<file path="config.mk">
export PLATFORM = sky130hd
export DESIGN_NAME = alu_64_flat
export DESIGN_NICKNAME = d
export VERILOG_FILES = /design/src/rtl/alu_pkg.sv /design/src/rtl/alu_64_if.sv /design/src/rtl/alu_64_add64.sv /design/src/rtl/alu_64.sv /design/src/flat_wrapper.sv
export SDC_FILE = /design/constraint.sdc
export NUM_CORES = 1
export LEC_CHECK = 0
export CAP_MARGIN = 20
export CORE_MARGIN = 4
export CORE_UTILIZATION = 35
export CTS_CLUSTER_SIZE = 20
export DETAILED_ROUTE_END_ITERATION = 10
export PLACE_DENSITY = 0.69
export SYNTH_ARGS = -nofsm -noshare
export SYNTH_HDL_FRONTEND = slang
export SYNTH_SLANG_ARGS = --single-unit
</file>
<file path="constraint.sdc">
create_clock -name clk -period 133.8 [get_ports clk]
set_clock_uncertainty 0.05 [all_clocks]
set_input_delay 26.76 -clock clk [delete_from_list [all_inputs] [get_ports clk]]
set_output_delay 26.76 -clock clk [all_outputs]
set_load 0.02 [all_outputs]
</file>
<file path="src/rtl/alu_pkg.sv">
// Shared encodings for the Y86 execute-stage ALU: op codes, CC bit positions,
// condition selectors and the default datapath width.
package alu_pkg;

   localparam int DEFAULT_WIDTH = 64;

   typedef enum logic [1:0] {
      ALU_ADD = 2'b00,
      ALU_SUB = 2'b01,
      ALU_AND = 2'b10,
      ALU_XOR = 2'b11
   } alu_op_e;

   localparam int CC_ZF = 2;
   localparam int CC_SF = 1;
   localparam int CC_OF = 0;

   typedef enum logic [3:0] {
      C_ALWAYS = 4'd0,
      C_LE     = 4'd1,
      C_L      = 4'd2,
      C_E      = 4'd3,
      C_NE     = 4'd4,
      C_GE     = 4'd5,
      C_G      = 4'd6
   } cond_e;

endpackage

</file>
<file path="src/rtl/alu_64_if.sv">
// Operand/result bundle between the execute stage (master) and the ALU (slave).
interface alu_64_if #(
   parameter int WIDTH = alu_pkg::DEFAULT_WIDTH
);
   logic [WIDTH-1:0] a;
   logic [WIDTH-1:0] b;
   logic [1:0]       op;
   logic             set_cc;
   logic [3:0]       ifun;
   logic [WIDTH-1:0] result;
   logic [2:0]       flags;
   logic [2:0]       cc;
   logic             cnd;

   modport master (
      output a, b, op, set_cc, ifun,
      input  result, flags, cc, cnd
   );

   modport slave (
      input  a, b, op, set_cc, ifun,
      output result, flags, cc, cnd
   );
endinterface

</file>
<file path="src/rtl/alu_64_add64.sv">
// Ripple-carry adder built from a single-bit full_adder cell. Exposes the carry
// into the MSB as well as the carry-out so the caller can derive signed overflow.
module full_adder (
   input  logic a,
   input  logic b,
   input  logic cin,
   output logic sum,
   output logic cout
);
   assign sum  = a ^ b ^ cin;
   assign cout = (a & b) | (cin & (a ^ b));
endmodule

module add64 #(
   parameter int WIDTH = alu_pkg::DEFAULT_WIDTH
) (
   input  logic [WIDTH-1:0] a,
   input  logic [WIDTH-1:0] b,
   input  logic             cin,
   output logic [WIDTH-1:0] sum,
   output logic             c_msb,
   output logic             cout
);
   logic [WIDTH:0] carry;

   assign carry[0] = cin;

   generate
      for (genvar gi = 0; gi < WIDTH; gi++) begin : g_bit
         full_adder u_fa (
            .a    (a[gi]),
            .b    (b[gi]),
            .cin  (carry[gi]),
            .sum  (sum[gi]),
            .cout (carry[gi+1])
         );
      end
   endgenerate

   assign c_msb = carry[WIDTH-1];
   assign cout  = carry[WIDTH];
endmodule

</file>
<file path="src/rtl/alu_64.sv">
// Y86 execute-stage ALU: add/sub/and/xor, combinational {ZF,SF,OF}, gated CC register.
// Optional condition evaluation from the CC register is enabled by ALU_COND_EVAL_EN.
module alu_64
   import alu_pkg::*;
#(
   parameter int WIDTH = DEFAULT_WIDTH
) (
   input  logic     clk,
   input  logic     rst_n,
   alu_64_if.slave  bus
);
   logic [WIDTH-1:0] add_b;
   logic [WIDTH-1:0] sum;
   logic [WIDTH-1:0] result_val;
   logic             sub_sel;
   logic             c_msb;
   logic             c_out;
   logic             of_val;
   logic [2:0]       flags_val;
   logic [2:0]       cc_reg;

   // Subtraction reuses the adder as a + ~b + 1.
   assign sub_sel = (bus.op == ALU_SUB);
   assign add_b   = sub_sel ? ~bus.b : bus.b;

   add64 #(.WIDTH(WIDTH)) u_add64 (
      .a     (bus.a),
      .b     (add_b),
      .cin   (sub_sel),
      .sum   (sum),
      .c_msb (c_msb),
      .cout  (c_out)
   );

   // Signed overflow of the adder is the carry into the MSB differing from the
   // carry out of it; it never applies to the bitwise ops.
   always_comb begin
      result_val = sum;
      of_val     = 1'b0;
      case (bus.op)
         ALU_ADD, ALU_SUB: begin
            result_val = sum;
            of_val     = c_msb ^ c_out;
         end
         ALU_AND: result_val = bus.a & bus.b;
         ALU_XOR: result_val = bus.a ^ bus.b;
         default: begin
            result_val = 'x;
            of_val     = 1'bx;
         end
      endcase
   end

   always_comb begin
      flags_val        = 3'b000;
      flags_val[CC_ZF] = (result_val == '0);
      flags_val[CC_SF] = result_val[WIDTH-1];
      flags_val[CC_OF] = of_val;
   end

   assign bus.result = result_val;
   assign bus.flags  = flags_val;

   always_ff @(posedge clk or negedge rst_n) begin
      if (!rst_n) begin
         cc_reg <= 3'b000;
      end else if (bus.set_cc) begin
         cc_reg <= flags_val;
      end
   end

   assign bus.cc = cc_reg;

`ifdef ALU_COND_EVAL_EN
   logic cnd_val;
   logic lt_val;

   assign lt_val = cc_reg[CC_SF] ^ cc_reg[CC_OF];

   always_comb begin
      cnd_val = 1'b0;
      case (bus.ifun)
         C_ALWAYS: cnd_val = 1'b1;
         C_LE:     cnd_val = lt_val | cc_reg[CC_ZF];
         C_L:      cnd_val = lt_val;
         C_E:      cnd_val = cc_reg[CC_ZF];
         C_NE:     cnd_val = ~cc_reg[CC_ZF];
         C_GE:     cnd_val = ~lt_val;
         C_G:      cnd_val = ~lt_val & ~cc_reg[CC_ZF];
         default:  cnd_val = 1'b0;
      endcase
   end

   assign bus.cnd = cnd_val;
`else
   assign bus.cnd = 1'b0;
`endif

endmodule

</file>
<file path="src/flat_wrapper.sv">
// flat-port wrapper written by rule: the top's interface ports become plain ports
module alu_64_flat import alu_pkg::*;
#(
   parameter int WIDTH = DEFAULT_WIDTH
)
  (clk, rst_n, bus_a, bus_b, bus_op, bus_set_cc, bus_ifun, bus_result, bus_flags, bus_cc, bus_cnd);
  alu_64_if #(.WIDTH(WIDTH)) bus_i ();
  input  logic clk;
  input  logic rst_n;
  input wire logic [$bits(bus_i.a)-1:0] bus_a;
  input wire logic [$bits(bus_i.b)-1:0] bus_b;
  input wire logic [$bits(bus_i.op)-1:0] bus_op;
  input wire logic [$bits(bus_i.set_cc)-1:0] bus_set_cc;
  input wire logic [$bits(bus_i.ifun)-1:0] bus_ifun;
  output wire logic [$bits(bus_i.result)-1:0] bus_result;
  output wire logic [$bits(bus_i.flags)-1:0] bus_flags;
  output wire logic [$bits(bus_i.cc)-1:0] bus_cc;
  output wire logic [$bits(bus_i.cnd)-1:0] bus_cnd;
  assign bus_i.a = bus_a;
  assign bus_i.b = bus_b;
  assign bus_i.op = bus_op;
  assign bus_i.set_cc = bus_set_cc;
  assign bus_i.ifun = bus_ifun;
  assign bus_result = bus_i.result;
  assign bus_flags = bus_i.flags;
  assign bus_cc = bus_i.cc;
  assign bus_cnd = bus_i.cnd;
  alu_64 #(.WIDTH(WIDTH)) u_core (.clk(clk), .rst_n(rst_n), .bus(bus_i));
endmodule
</file>
-- After elaboration in Yosys (flattened, before gate mapping)
Index checks and enable logic that the tools add are counted.
- register bits after elaboration: 3
- bits in latches: 0
- RAM bits: 0
- ROM bits: 0
- output and inout bits: 71
- memories: 0
- add/sub/neg operators: 0
- $mul: 0
- div/mod/pow operators: 0
- order comparisons: 0
- eq/ne operators: 3
- shift-type cells: 0
- muxes and demuxes: 3
- bitwise operators: 324
- reduce and logical (&&, ||, !) cells: 3
- operator list (operator ; count):
    $pmux W64 S3 ; 1
    $xor A1 B1 Y1 ; 129
    $and A1 B1 Y1 ; 128
    $and A64 B64 Y64 ; 1
    $logic_not A64 Y1 ; 1
    $mux W64 ; 1
    $not A64 Y64 ; 1
    $or A1 B1 Y1 ; 64
    $xor A64 B64 Y64 ; 1
    $eq A2 B2 Y1 const B ; 2
    $eq A2 B1 Y1 const B ; 1
    $logic_not A2 Y1 ; 1
    $reduce_or A2 Y1 ; 1
    $mux W1 ; 1

-- Logic depth before layout (Yosys ltp)
- depth in word-level cells: 133
- depth in mapped cells: 79

-- Cells and area by module
A second synthesis with hierarchy kept.
- cells, all modules: 446
- area total of the unflattened synthesis: 4541.9 µm²
- modules (own cells, without submodules) (module ; times used ; cells each ; area an instance (µm²)):
    alu_64 ; 1 ; 382 ; 3260.6
    full_adder ; 64 ; 1 ; 20.0

-- Worst setup path before layout
OpenSTA, ideal clock, no wires.
- path type: input-to-output
- from: input port bus_op[1]
- to: output port bus_flags[2]
- data arrival time: 52.235 ns
- data required time: 106.990 ns
- slack: 54.755 ns
- stages on the path: 79
- buffers on the path: 4
- cell sequence: buf_4 > buf_6 > buf_6 > nor2b_1 > buf_2 > xor2_1 > fa_1 > inv_1 > fa_1 > fa_1 > fa_1 > fa_1 > fa_1 > fa_1 > fa_1 > fa_1 > fa_1 > fa_1 > [... 43 more ...] > fa_1 > fa_1 > fa_1 > fa_1 > fa_1 > inv_1 > fa_1 > inv_1 > fa_1 > fa_1 > inv_1 > fa_1 > nor2_1 > a21oi_1 > nor4_1 > nand4_1 > nor2_1 > and2_1
- longest elaborated chain between the ends: 132
- RTL lines (element ; line ; RTL):
    start, declared ; flat_wrapper.sv:12 ; input wire logic [$bits(bus_i.op)-1:0] bus_op;
    $eq A2 B1 Y1 ; alu_64.sv:23, alu_64.sv:40 ;
    $mux W64 ; alu_64.sv:24 ; assign add_b = sub_sel ? ~bus.b : bus.b;
    $xor A1 B1 Y1 ; alu_64_add64.sv:11 ; assign cout = (a & b) | (cin & (a ^ b));
    $and A1 B1 Y1 ; alu_64_add64.sv:11 ;
    $or A1 B1 Y1 ; alu_64_add64.sv:11 ;
    $and A1 B1 Y1 ; alu_64_add64.sv:11 ;
    $or A1 B1 Y1 ; alu_64_add64.sv:11 ;
    $and A1 B1 Y1 ; alu_64_add64.sv:11 ;
    [... 117 more ...] ; n/a ;
    $and A1 B1 Y1 ; alu_64_add64.sv:11 ;
    $or A1 B1 Y1 ; alu_64_add64.sv:11 ;
    $and A1 B1 Y1 ; alu_64_add64.sv:11 ;
    $or A1 B1 Y1 ; alu_64_add64.sv:11 ;
    $xor A1 B1 Y1 ; alu_64_add64.sv:10 ; assign sum = a ^ b ^ cin;
    $pmux W64 S3 (*) ; alu_64.sv:40 ; case (bus.op)
    named net bus_flags[1] ; flat_wrapper.sv:16 ; output wire logic [$bits(bus_i.flags)-1:0] bus_flags;
    $logic_not A64 Y1 (*) ; alu_64.sv:56 ; flags_val[CC_ZF] = (result_val == '0);
    end, declared ; flat_wrapper.sv:16 ;
Mark *: on every way through the listed nets, which the timed path passes. The rest lies on a longest branch.

-- Final worst setup path
- from: input port bus_op[0]
- to: output port bus_flags[2]
- longest elaborated chain between the ends: 132
- RTL lines (element ; line):
    $eq A2 B1 Y1 ; alu_64.sv:23, alu_64.sv:40
    $mux W64 ; alu_64.sv:24
    $xor A1 B1 Y1 ; alu_64_add64.sv:10, alu_64_add64.sv:11
    $and A1 B1 Y1 ; alu_64_add64.sv:11
    $or A1 B1 Y1 ; alu_64_add64.sv:11
    $and A1 B1 Y1 ; alu_64_add64.sv:11
    $or A1 B1 Y1 ; alu_64_add64.sv:11
    $and A1 B1 Y1 ; alu_64_add64.sv:11
    [... 116 more ...] ; n/a
    $or A1 B1 Y1 ; alu_64_add64.sv:11
    $and A1 B1 Y1 ; alu_64_add64.sv:11
    $or A1 B1 Y1 ; alu_64_add64.sv:11
    $and A1 B1 Y1 ; alu_64_add64.sv:11
    $or A1 B1 Y1 ; alu_64_add64.sv:11
    $xor A1 B1 Y1 ; alu_64_add64.sv:10
    $pmux W64 S3 (*) ; alu_64.sv:40
    $logic_not A64 Y1 (*) ; alu_64.sv:56
Every way passes the cells marked *; elsewhere a longest branch is shown, timed or not.

==> qor.yml <==
path_max_fanout: 47
post_cts_resize_count: 0
power_mw: 0.0465
drtPass1Iterations: 4
clock-sinks: 3
place_area_sq_um: 6680
crit_arrival_ns: 55.61
vias_per_cell: 4.88
setup-tns-final_ns: 0
synthSimpleGateAreaFrac: 0.0375
via_count: 3910
grt_usage: 0.177
dp_slack_ns: 51.26
final_common_cell: "clkdlybuf4s50_1"
hpwlAfterDp_um: 11100
holdWs_ns: 0.455
synth-xor-area-share: 0.122
cp_slowest_cell: "buf_4"
cts_max_level: 1
cp.required_ns: 106.99
synth-seq-cells: 3
clock_latency_ns: 0.23
synth.area.top_cells: "fa_1 (27%), mux2i_1 (27%), ha_1 (17%), xnor2_1 (11%), inv_1 (5.2%)"
max_stage_delay_ns: 0.75
hold_class: "reg2reg"
antenna_found_initial: 0
layout_common_cells: "clkdlybuf4s50_1 (200), mux2i_1 (123), inv_1 (64), ha_1 (64), fa_1 (63)"
largest_reg_flops: 3
drc: 0
clockBufferDepth: 2
drtAntennaViolNets: 0
synth_largest_area_cell: "fa_1"
yosysSeqAreaShare: 0.0163
grt_first_pass_wirelength_um: 21700
fillCellCount: 1116
crit_type: "in2out"
gp_congestion: 0.849
cts_tree: "built"
postCtsSetupBuffers: 0
drv_slew: 0
fmax_ghz: 0.0121
final_cells: 801
grt_overflow_total: 0
ir_drop_v: 0.00000386
post-synth-top-area-fraction: 0.274
synth_cell_type_count: 20
stdcell_area_sq_um: 6760
min_period_ns: 82.42
post-route-period-util: 0.616
areaGrowthSynthToFinish_pct: 46.6
crit_path_end_kind: "primary output"
drtIter0Drc: 122
hold_buffers: 0
clk_pin_slew_ns: 0.03
antennaDiodeCount: 0
drive_gt1_frac: 0.0207
dp.cells: 797
relSlewSlack: 0.452
rsz0062_at_grt: "no"
p_per_area_nw_per_um2: 6.88
num_rows: 41
synthCells: 445
final.setup.worst_slack_ns: 51.38
critPathLaunchType: "primary input"
die-area_sq_um: 15100
finalHoldViolCount: 0
initial_utilization: 0.361
finalSetupViolations: 0
worst_pin_slew_ns: 0.823
cp_common_cell: "fa_1"
layout.nets: 894
p_leak_nw: 3.08
synthAdderAreaFrac: 0.447
maxCapViolations: 0
wl_per_cell_um: 16.7
yosys_warnings: 0
syn_avg_cell_area_sq_um: 10.4
synthesis.nets: 709
cts_buffers: 3
final_util: 0.529
syn-cell-area_sq_um: 4610
synth_mux_area_frac: 0.277
synth-compound-area-share: 0.00516
portBuffers: 202
synth_top_family_by_area: "adder cells"
fp.dieH_um: 123
core-area_sq_um: 12800
cts-root-buf: "clkbuf_16"
grt_max_degree: 48
io_pins: 208
routed_wl_um: 13400
fp.dieW_um: 123
status: "completed"
grt_pass1_vias: 4395
==> synth_stat cells, drive strengths merged <==
library cell  instances
nor2b                 2
fa                   63
conb                  1
inv                  64
nand4                 4
a31o                  1
nor4                 16
ha                   64
nand2b                1
xnor2                60
mux2                  4
buf                  25
nor2                  6
dfrtp                 3
a21oi                 3
mux2i               123
and2                  1
xor2                  4
==> metal layers <==
metal  vias up  global-route usage  share of wire
li1       1869                   -              -
met4         0              0.0224         0.0088
met1      1898               0.223           0.41
met2       130               0.318           0.50
met5         -                   0              0
met3        13              0.0382          0.085
==> worst max-delay path, delay by kind of cell <==
| kind | cells | cell delay (ns) |
|---|---|---|
| AOI/OAI and AO/OA | 1 | 0.10 |
| xor gates and xnor gates | 1 | 0.19 |
| adders and majority gates | 62 | 24.86 |
| buffers and inverters | 6 | 2.07 |
| and+or+nand+nor | 6 | 1.53 |
==> path summary, 6_finish.rpt <==
path                             startpoint               end  slack, ns  cells past startpoint
max in group asynchronous             rst_n  u_core.bus.cc[1]     106.89                      1
min in group asynchronous             rst_n  u_core.bus.cc[0]      26.67                      1
min                        u_core.bus.cc[1]  u_core.bus.cc[1]       0.45                      1
min reg2reg                u_core.bus.cc[1]  u_core.bus.cc[1]       0.45                      1
max reg2reg                u_core.bus.cc[2]  u_core.bus.cc[2]     132.97                      2
max                               bus_op[0]      bus_flags[2]      51.38                     76
==> final cells by class <==
type,count,area [sq um],area share
clock buffer,4,78.8,0.0117
inverter,64,240,0.0356
multi-input combinational,353,4110,0.608
sequential,3,75.1,0.0111
tap,172,215,0.0319
timing repair buffer,205,2040,0.302
==> power breakdown <==
part,leakage [nW],internal (mW),switching (mW)
Clock,0.0382,0.00394,0.000898
Combinational,3.00,0.0199,0.0206
Sequential,0.0385,0.00105,0.0000681
==> cells by family (layout without fill, tap and decap cells) <==
| family | after synthesis | after routing |
|---|---|---|
| buffers and inverters | 89 | 273 |
| adder cells (fa/ha/maj) | 127 | 127 |
| AO/OA/AOI/OAI | 4 | 4 |
| flip-flops | 3 | 3 |
| AND/OR/NAND/NOR | 30 | 30 |
| other | 1 | 1 |
| multiplexers | 127 | 127 |
| XOR/XNOR | 64 | 64 |
Power figures use the tool's default switching activity.
